$ cat src/rtl/sat_pkg.sv
// Shared SAT-accelerator definitions.
// Holds the literal/clause geometry, the packed clause type and the
// dispatch controller state encoding used by the clause scheduling logic.
package sat_pkg;

  localparam int ELEMENT_CNT     = 1024;
  localparam int ELEMENT_BIT_CNT = $clog2(ELEMENT_CNT) + 1;
  localparam int CLAUSE_WIDTH    = 4;

  typedef logic [CLAUSE_WIDTH-1:0][ELEMENT_BIT_CNT-1:0] clause_t;

  typedef enum logic [1:0] {
    IDLE     = 2'd0,
    DISPATCH = 2'd1,
    DRAIN    = 2'd2
  } dispatch_state_e;

endpackage

$ cat src/rtl/rr_pick.sv
// Round-robin picker, purely combinational.
// Ports:
//   eligible  - per-requester eligibility vector
//   ptr       - index that has highest priority this cycle
//   grant     - one-hot grant (zero when nothing is eligible)
//   grant_idx - binary index of the granted requester
//   any_grant - at least one requester is eligible
// N must be a power of two so that index arithmetic wraps modulo N.
module rr_pick #(
  parameter int N = 4
) (
  input  logic [N-1:0]         eligible,
  input  logic [$clog2(N)-1:0] ptr,
  output logic [N-1:0]         grant,
  output logic [$clog2(N)-1:0] grant_idx,
  output logic                 any_grant
);

  localparam int IW = $clog2(N);

  logic [2*N-1:0] doubled;
  logic [2*N-1:0] shifted;
  logic [N-1:0]   rotated;
  logic [IW-1:0]  offset;

  // Rotate so that ptr lands at bit 0, pick the lowest set bit, then add
  // ptr back to return to the original index space.
  always_comb begin
    doubled = {eligible, eligible};
    shifted = doubled >> ptr;
    rotated = shifted[N-1:0];
    offset  = '0;
    for (int i = N - 1; i >= 0; i--) begin
      if (rotated[i]) offset = i[IW-1:0];
    end
    any_grant = |eligible;
    grant_idx = ptr + offset;
    grant     = any_grant ? ({{(N-1){1'b0}}, 1'b1} << grant_idx) : '0;
  end

endmodule

$ cat src/rtl/clause_dispatch_ctrl.sv
// Credit-based clause dispatcher.
// Moves clauses from the upstream stream into NUM_ENG engine queues. Each
// engine has a credit counter tracking free queue slots; the target engine
// is chosen round-robin among engines with credit. A start/flush/drain
// sequence lets the host quiesce all engines before loading a new problem.
// Ports:
//   clock, reset (sync, active-low)
//   start_in, flush_in          - host control
//   clause_in, clause_valid_in  - upstream clause stream
//   clause_ready_out            - combinational accept indication
//   deq_in                      - per-engine pop, returns one credit
//   clause_out, push_out        - registered clause and one-hot write strobe
//   busy_out, drained_out       - not idle / one-cycle drain-complete pulse
//   err_out                     - sticky credit overflow
//   dispatch_cnt_out            - clauses dispatched since reset (wraps)
module clause_dispatch_ctrl #(
  parameter int NUM_ENG         = 4,
  parameter int CLAUSE_WIDTH    = 4,
  parameter int ELEMENT_BIT_CNT = 11,
  parameter int QUEUE_DEPTH     = 8,
  parameter int CNT_WIDTH       = 16
) (
  input  logic                                    clock,
  input  logic                                    reset,
  input  logic                                    start_in,
  input  logic                                    flush_in,
  input  logic [CLAUSE_WIDTH*ELEMENT_BIT_CNT-1:0] clause_in,
  input  logic                                    clause_valid_in,
  output logic                                    clause_ready_out,
  input  logic [NUM_ENG-1:0]                      deq_in,
  output logic [CLAUSE_WIDTH*ELEMENT_BIT_CNT-1:0] clause_out,
  output logic [NUM_ENG-1:0]                      push_out,
  output logic                                    busy_out,
  output logic                                    drained_out,
  output logic                                    err_out,
  output logic [CNT_WIDTH-1:0]                    dispatch_cnt_out
);

  import sat_pkg::dispatch_state_e;
  import sat_pkg::IDLE;
  import sat_pkg::DISPATCH;
  import sat_pkg::DRAIN;

  localparam int IW = $clog2(NUM_ENG);
  localparam int CW = $clog2(QUEUE_DEPTH + 1);
  localparam logic [CW-1:0] FULL = CW'(QUEUE_DEPTH);

  dispatch_state_e state, state_next;

  logic [CW-1:0]      credit [NUM_ENG];
  logic [IW-1:0]      rr_ptr;
  logic [NUM_ENG-1:0] eligible;
  logic [NUM_ENG-1:0] grant;
  logic [NUM_ENG-1:0] grant_vec;
  logic [IW-1:0]      grant_idx;
  logic               any_grant;
  logic               accept;
  logic               all_full;
  logic               drain_done;

  // Eligibility is taken from registered credit only; a same-cycle deq_in
  // does not make an empty engine eligible until the next cycle.
  always_comb begin
    all_full = 1'b1;
    for (int i = 0; i < NUM_ENG; i++) begin
      eligible[i] = (credit[i] != '0);
      if (credit[i] != FULL) all_full = 1'b0;
    end
  end

  rr_pick #(.N(NUM_ENG)) u_rr_pick (
    .eligible  (eligible),
    .ptr       (rr_ptr),
    .grant     (grant),
    .grant_idx (grant_idx),
    .any_grant (any_grant)
  );

  // flush_in wins over an accept in the same cycle.
  assign clause_ready_out = (state == DISPATCH) && !flush_in && any_grant;
  assign accept           = clause_valid_in && clause_ready_out;
  assign grant_vec        = accept ? grant : '0;
  assign drain_done       = (state == DRAIN) && all_full && (push_out == '0);
  assign busy_out         = (state != IDLE);

  always_comb begin
    state_next = state;
    case (state)
      IDLE:     if (start_in)   state_next = DISPATCH;
      DISPATCH: if (flush_in)   state_next = DRAIN;
      DRAIN:    if (drain_done) state_next = IDLE;
      default:                  state_next = IDLE;
    endcase
  end

  always_ff @(posedge clock) begin
    if (!reset) state <= IDLE;
    else        state <= state_next;
  end

  always_ff @(posedge clock) begin
    if (!reset) begin
      rr_ptr           <= '0;
      clause_out       <= '0;
      push_out         <= '0;
      drained_out      <= 1'b0;
      err_out          <= 1'b0;
      dispatch_cnt_out <= '0;
      for (int i = 0; i < NUM_ENG; i++) credit[i] <= FULL;
    end else begin
      push_out    <= grant_vec;
      drained_out <= drain_done;
      if (accept) begin
        clause_out       <= clause_in;
        rr_ptr           <= grant_idx + IW'(1);
        dispatch_cnt_out <= dispatch_cnt_out + CNT_WIDTH'(1);
      end
      // Grant and deq on the same engine cancel out. A deq on a full
      // counter saturates and flags the sticky error.
      for (int i = 0; i < NUM_ENG; i++) begin
        if (grant_vec[i] && !deq_in[i]) begin
          credit[i] <= credit[i] - CW'(1);
        end else if (deq_in[i] && !grant_vec[i]) begin
          if (credit[i] == FULL) err_out   <= 1'b1;
          else                   credit[i] <= credit[i] + CW'(1);
        end
      end
    end
  end

endmodule

$ cat config.mk
export PLATFORM = sky130hd
export DESIGN_NAME = clause_dispatch_ctrl
export DESIGN_NICKNAME = d
export VERILOG_FILES = /design/src/rtl/sat_pkg.sv /design/src/rtl/rr_pick.sv /design/src/rtl/clause_dispatch_ctrl.sv
export SDC_FILE = /design/constraint.sdc
export NUM_CORES = 1
export LEC_CHECK = 0
export ABC_AREA = 1
export CAP_MARGIN = 25
export CORE_AREA = 2 2 169 88
export CTS_BUF_LIST = sky130_fd_sc_hd__clkbuf_8 sky130_fd_sc_hd__clkbuf_16
export DETAILED_ROUTE_END_ITERATION = 8
export DIE_AREA = 0 0 171 90
export GPL_TIMING_DRIVEN = 0
export MAX_ROUTING_LAYER = met4
export SLEW_MARGIN = 10
export SYNTH_ARGS = -nofsm -noshare
export SYNTH_HDL_FRONTEND = slang
export SYNTH_SLANG_ARGS = --single-unit
$ cat constraint.sdc
create_clock -name clock -period 7.4 [get_ports clock]
set_clock_uncertainty 0.15 [all_clocks]
set_input_delay 1.48 -clock clock [delete_from_list [all_inputs] [get_ports clock]]
set_output_delay 1.48 -clock clock [all_outputs]
set_load 0.03 [all_outputs]
Word level (Yosys, flattened, before mapping). Memory sizes are Yosys's and may differ from the RTL's. Index checks and enable logic that the tools add are counted.

Flip-flop bits (word level): 70. Memory bits (writable): 16. Input bits: 53. Output and inout bits: 68. Word-level logic and storage cells: 140. Memories: 1.

Memories: credit (depth 4, width 4, rd ports 4, clocked after memory_dff 0, write ports 4, RTL line clause_dispatch_ctrl.sv:50) `logic [CW-1:0] credit [NUM_ENG];`.

Add/sub/neg operators: 11. Equal/unequal tests: 13. Shift-type cells: 2. Multiplexer cells: 67. Bitwise operators: 8. Reductions and logical operators: 31.

Operators with widths (number): $mux W1 (49); $mux W4 (10); $add A16 B1 Y16 const B (1); $add A4 B1 Y4 const B (4); $eq A4 B4 Y1 const B (4); $ne A4 B4 Y1 const B (4); $reduce_bool A4 Y1 (4); $sub A4 B1 Y4 const B (4); $mux W2 (7); $logic_and A1 B1 Y1 (13); $logic_not A1 Y1 (9); $or A1 B1 Y1 (8); $shr A8 B2 Y4 (1); $ne A2 B2 Y1 const B (3); $pmux W2 S3 (1); $logic_not A4 Y1 (1); $reduce_or A4 Y1 (1); $shl A1 B2 Y4 const A (1); $reduce_and A3 Y1 (1); $add A2 B1 Y2 const B (1); $add A2 B2 Y2 (1); $eq A2 B1 Y1 const B (1); $eq A2 B2 Y1 const B (1); $logic_not A2 Y1 (1); $reduce_bool A2 Y1 (1).

Depth between registers and ports, before layout.
Depth in word-level cells: 23. Gate-level depth with buffers: 22. Depth with buffers taken out: 22.

Cells and area by module. A second synthesis with hierarchy kept.

Cells, all modules: 547. Area, all modules: 4112.7 µm².

Modules (own cells, without submodules): clause_dispatch_ctrl (times used 1, cells an instance 503, area each 3891.2 µm², sequential area each 1881.8 µm²); rr_pick (times used 1, cells an instance 44, area each 221.5 µm², sequential area each 0.0 µm²).

Least setup slack after synthesis. No wires, ideal clock.

Path type: input to output. From: input port flush_in. To: output port clause_ready_out. Arrival time: 2.047 ns. Required time: 5.770 ns. Setup slack: 3.723 ns. Stages on the path: 3. Path buffers: 0. Cell sequence: nor3_4 -> nand2_1 -> inv_1.

Longest elaborated chain between the ends: 3.

RTL lines: start: declaration (RTL line clause_dispatch_ctrl.sv:26) `input logic flush_in,`; $logic_not A1 Y1 (RTL line clause_dispatch_ctrl.sv:80) `assign clause_ready_out = (state == DISPATCH) && !flush_in && any_grant;`; $logic_and A1 B1 Y1 (2 in a row) (RTL line clause_dispatch_ctrl.sv:80); end: declaration (RTL line clause_dispatch_ctrl.sv:29) `output logic clause_ready_out,`.

No other way between the ends.

Worst setup path after layout. Same ends and word-level chain as after synthesis.

==> flow_summary_export.csv <==
group,metric,value,unit
setup_path,critPathRequiredTime,5.77,ns
logic_synthesis,yosys_warnings,0,
clocking,post_cts_buffers,0,
clocking,holdBufCountCts,0,
power,p_leak,0.00212,uW
finish,utilization,0.415,
logic_synthesis,ys_seq_area_frac,0.460,
finish,postLayoutCellArea,5820,um^2
clocking,clock_latency,0.34,ns
clocking,clockBufferDepth,2,
die,initial_utilization,0.291,
power,p_per_area,211,nW/um^2
finish,diodes,0,
global_routing,grt_overflow,0,
placed_design,place_congestion,0.773,
sta,min_period_over_period,0.643,
finish,syn_to_final_growth,42.4,%
logic_synthesis,ys.flop_type,"dfxtp_1",
clocking,cts.sinks,86,
drt,num_vias,3887,
global_routing,grt_first_pass_wirelength,19200,um
placed_design,port_buffers,120,
power,seqPwrFrac,0.438,
worst_hold_path,holdPathStages,2,
sta,clock.fmax,210,MHz
run,drv_cap,0,
logic_synthesis,synthArstFlopShare,0,
setup_path,endpoint_kind,"primary output",
setup_path,cp.arrival,3.13,ns
drt,route.detailed.drc,0,
drt,wl_per_cell,14.0,um
logic_synthesis,syn_area_per_cell,7.91,um^2
clocking,cts_buffers,9,
power,p_switching,365,uW
clocking,cts_tree,"yes",
power,p_int,860,uW
power,pwr-share-comb,0.204,
setup_path,worst_setup_path_start_kind,"primary input",
die,coreArea,14000,um^2
power,total_power,1230,uW
finish,fill_cells,1445,
sta,setup_viol,0,
die,die-width,171,um
drt,drtPass1Iterations,4,
power,pwr-share-clk,0.358,
setup_path,cp_max_fo,7,
drt,initialDrtViolationCount,139,
sta,maxSlewHeadroom,0.557,
logic_synthesis,syn_inst,517,
worst_hold_path,hp-class,"register to register",
setup_path,worstSetupPathType,"primary input to primary output",
drt,ant_nets,0,
setup_path,reg2reg_depth,20,
sta,setup_slack,2.64,ns
clocking,ctsResizeCount,0,
sta,hold_viol_final,0,
logic_synthesis,post_synth_num_cell_types,36,
sta,slew_viol_final,0,
outcome,status,"complete, no violations",
placed_design,preCtsSetupSlack,2.63,ns
logic_synthesis,synth_edf_count,16,
sta,worst_pin_slew,0.665,ns
die,rows,31,
placed_design,hpwl,9350,um
die,die_h,90,um
sta,rsz0062_at_grt,"false",
placed_design,placed_area,5540,um^2
logic_synthesis,synth-seq-cells,86,
power,switching_share,0.298,
die,pin_count,121,
die,die-area,15400,um^2
clocking,clk_root_buffer_cell,"clkbuf_16",
finish,final_layout_size_suffix_gt1_frac,0.0536,
clocking,htreeDepth,3,
finish,layout.nets,719,
logic_synthesis,synth_area,4090,um^2
drt,vias_per_cell,4.57,
sta,tns,0,ns
global_routing,grt_pass1_vias,3824,
drt,wl,12000,um
global_routing,grt_max_degree,16,
global_routing,antenna_found_initial,0,
power,vdd_ir_drop_max,0.101,mV
clocking,clkTransAtPathRegs,0.06,ns
global_routing,grtUsageTotal,0.164,
logic_synthesis,synth_nets,588,
sta,layout_min_cycle_time,4.76,ns
-- Yosys cell counts, types with 2 or more instances --
cell type / n / share of area
a21boi_1: 3 / 0.0055
a21oi_1: 72 / 0.088
buf_1: 2 / 0.0018
buf_2: 5 / 0.0061
buf_6: 5 / 0.014
clkbuf_1: 5 / 0.0046
dfxtp_1: 70 / 0.34
edfxtp_1: 16 / 0.12
fa_1: 3 / 0.015
ha_1: 15 / 0.046
inv_1: 39 / 0.036
nand2_1: 150 / 0.14
nand3_1: 38 / 0.047
nand3b_1: 2 / 0.0037
nand4_1: 13 / 0.020
nor2_1: 27 / 0.025
nor2_2: 2 / 0.0031
nor3_1: 8 / 0.0098
o21a_1: 2 / 0.0037
o21ai_0: 13 / 0.016
xnor2_1: 7 / 0.015
xor2_1: 6 / 0.013
-- layer usage --
layer  share of wire  track usage  vias to the layer above
met4           0.010       0.0304                        0
met3           0.061       0.0590                       13
met1            0.51        0.224                     1810
li1                -            -                     1979
met2            0.42        0.234                       85
met5               0            -                        -
-- placed cells by master, fill, tap and decap left out, types with 2 or more instances in the layout --
cell | synthesis | layout
nand4_1 | 13 | 13
clkbuf_1 | 5 | 5
a21oi_1 | 72 | 72
buf_1 | 2 | 2
o21ai_0 | 13 | 13
dfxtp_1 | 70 | 70
nor3_1 | 8 | 8
nand3b_1 | 2 | 2
nand3_1 | 38 | 38
fa_1 | 3 | 3
buf_6 | 5 | 5
edfxtp_1 | 16 | 16
clkdlybuf4s50_1 | 0 | 120
xor2_1 | 6 | 6
inv_4 | 1 | 2
nand2_1 | 150 | 150
xnor2_1 | 7 | 7
buf_2 | 5 | 5
ha_1 | 15 | 15
o21a_1 | 2 | 2
nor2_1 | 27 | 27
nor2_2 | 2 | 2
clkinv_4 | 0 | 2
clkbuf_16 | 0 | 9
inv_1 | 39 | 39
a21boi_1 | 3 | 3
-- logic make-up (layout without fill, tap and decap cells) --
logic type,Yosys count,count (layout),share of synthesized area
adder cells (fa/ha/maj),18,18,0.0606
AO/OA/AOI/OAI,93,93,0.118
flip-flops,86,86,0.460
buffers and inverters,60,196,0.0701
XOR/XNOR,13,13,0.0279
AND/OR/NAND/NOR,247,247,0.263
-- worst paths after layout --
check                               startpoint          endpoint  slack (ns)
worst max-delay path                  flush_in  clause_ready_out        2.64
worst min-delay path            clause_out[22]    clause_out[22]        0.32
worst max register to register    credit[3][0]      credit[1][3]        3.24
worst min register to register  clause_out[22]    clause_out[22]        0.32
-- worst max-delay path: stages --
cell	delay, ns
clkdlybuf4s50_1	0.46
nor3_4	0.35
nand2_1	0.11
inv_1	0.06
clkdlybuf4s50_1	0.66
-- flip-flops by register name, indices dropped and copies added, names as in the netlist --
register          cells
credit               16
push_out              4
dispatch_cnt_out     16
err_out               1
rr_ptr                2
state                 2
clause_out           44
drained_out           1
-- through the flow --
step	instances	hold slack, ns
floorplan	517	0.337
CTS	851	0.313
global route	851	0.327
finish	851	0.316
detailed placement	835	0.304
global placement	835	0.300
-- power by group through the flow --
stage | clock network (uW) | registers, uW | logic [uW]
4_1_cts | 450 | 536 | 251
6_report | 439 | 536 | 250
5_1_grt | 471 | 541 | 281
3_5_place_dp | 0 | 547 | 249
3_3_place_gp | 0 | 545 | 238
2_1_floorplan | 0 | 555 | 148
-- final cells by class --
type                    count  area [um^2]  share of cell area
clock buffers              10          239              0.0411
clock inverters             6         45.0             0.00774
well taps                 198          248              0.0426
plain buffers              19          130              0.0224
repair buffers            120         1200               0.206
flip-flops and latches     86         1880               0.323
inverters                  41          156              0.0269
multi-input cells         371         1920               0.330
Power figures use the tool's default switching activity.
==> variant: new RTL, same settings <==
`ELEMENT_BIT_CNT`: 11 -> 12.
--- a/src/rtl/clause_dispatch_ctrl.sv
+++ b/src/rtl/clause_dispatch_ctrl.sv
@@ -16,7 +16,7 @@
 module clause_dispatch_ctrl #(
   parameter int NUM_ENG         = 4,
   parameter int CLAUSE_WIDTH    = 4,
-  parameter int ELEMENT_BIT_CNT = 11,
+  parameter int ELEMENT_BIT_CNT = 12,
   parameter int QUEUE_DEPTH     = 8,
   parameter int CNT_WIDTH       = 16
 ) (
Interface: changed (resized clause_in and clause_out); port bits go from 121 to 129. No check against the original RTL was run, so the function may have changed too.
==> variant against the original RTL <==
- total power is 2.8% lower
- wire length is 5.3% higher
- die area stayed put
- setup slack better by 0.087 ns
- register-to-register slack better by 0.03 ns
- highest routed layer unchanged
- sequential cell count is 4 higher
- utilization is 1.8 points higher
- final area is 4.2% higher
- synthesized area is 4.0% higher
==> variant: results (changes against the original RTL) <==
Status
Result of the run: finished clean (unchanged).

Placed design
The number of buffer cells added on primary ports is 127 (was 120). The HPWL reported at the end of detailed placement is 9.71 mm (was 9.35 mm). The number of cells in the design after placement is 872 (was 835).

Detailed routing
The overall routed net length came to 12.6 mm (was 12.0 mm). The length of the first detailed-routing pass in iterations was 5 (was 4). The vias per cell was 4.57 (about the same).

Global route
The via count of the first global-routing pass is 3826 (was 3824). The wire length of the first global-routing pass is 19.3 mm (was 19.2 mm). The overall track demand over capacity in global routing is 16.4% (about the same). The pin count of the biggest net entering global routing is 17 (was 16).

Synth
The portion of the post-synthesis area used by sequential elements is 46.1% (was 46.0%). The number of nets produced by synthesis is 622 (was 588). The post-synthesis instance total is 547 (was 517). Leading cell types by count after synthesis: sky130_fd_sc_hd__nand2_1 (167), sky130_fd_sc_hd__dfxtp_1 (74), sky130_fd_sc_hd__a21oi_1 (73) (was sky130_fd_sc_hd__nand2_1 (150), sky130_fd_sc_hd__a21oi_1 (72), sky130_fd_sc_hd__dfxtp_1 (70)).

Layout
Largest registers: clause_out (48), credit (16), dispatch_cnt_out (16) (was clause_out (44), credit (16), dispatch_cnt_out (16)). The total number of nets in the final design came to 760 (was 719). The number of fill cells is 1379 (was 1445). The share of final-layout standard cells stronger than drive strength 1 was 5.36% (about the same).

Critical path
The largest stage delay on the critical path is 0.69 ns (was 0.66 ns). The arrival time at the worst endpoint came to 3.04 ns (was 3.13 ns).

Clock network
The number of resized instances in the post-cts repair step is 0 (unchanged). The number of H-tree levels came to 3 (unchanged).

STA
The worst relative slew slack is 59.5% (was 55.7%).

Pwr
The worst ir drop on vdd is 0.000128 V (was 0.000101 V). The leakage power total was 2.24 nW (was 2.12 nW).
variant: changes by cell type after synthesis, sizes merged, moves of 2 or more:
cell and delta:
clkbuf +2, dfxtp +4, inv +4, nand2 +17, nand3 -3, nand4 -3
nor2 +9, nor3 -2, o21a -2, or2 +2
variant: critical path, delay by kind of cell:
family                 cells  cell delay, ns
AND/OR/NAND/NOR            2            0.34
buffers and inverters      3            1.21
variant: area by class of cell:
| cell class | instances | area, µm² | area share, % |
|---|---|---|---|
| plain buffers | 21 | 126 | 2.08 |
| clock buffers | 10 | 250 | 4.12 |
| repair buffers | 127 | 1270 | 21.0 |
| inverters | 44 | 165 | 2.72 |
| flip-flops and latches | 90 | 1960 | 32.3 |
| multi-input cells | 392 | 2000 | 33.0 |
| well taps | 198 | 248 | 4.08 |
| clock inverters | 6 | 45.0 | 0.742 |
variant: through the flow:
| step | hold WS, ns | setup WS (ns) | area [µm²] |
|---|---|---|---|
| global route | 0.333 | 2.68 | 6070 |
| global placement | 0.301 | 2.75 | 5770 |
| finish | 0.319 | 2.73 | 6070 |
| CTS | 0.316 | 2.73 | 6070 |
| detailed placement | 0.306 | 2.73 | 5770 |
| floorplan | 0.346 | 3.85 | 4250 |
variant: per-layer routing:
metal  track usage [%]  share of wire [%]
met1              23.9                 53
met2              22.3                 40
met3              4.10                6.1
met4              4.10                1.1
met5                 -                  0
variant: kinds of logic (layout without fill, tap and decap cells):
group                      count (synthesis)  count (layout)  share of synthesized area (%)
and+or+nand+nor                          266             266                           26.8
AOI/OAI and AO/OA                         94              94                           11.5
DFF                                       90              90                           46.1
buffers and inverters                     65             208                           6.85
adders and majority gates                 18              18                           5.83
xor gates and xnor gates                  14              14                           2.88
variant: where the power goes:
group | switching, W | leakage (nW) | internal, W
registers | 0.0000167 | 0.757 | 0.000522
clock network | 0.000205 | 0.151 | 0.000252
logic | 0.000109 | 1.34 | 0.0000866
variant: final timing paths:
check | slack [ns] | endpoint | start
setup / recovery | 2.73 | clause_ready_out | flush_in
hold / removal | 0.32 | clause_out[40] | clause_out[40]
setup reg to reg | 3.27 | credit[0][3] | credit[3][0]
hold reg to reg | 0.32 | clause_out[40] | clause_out[40]
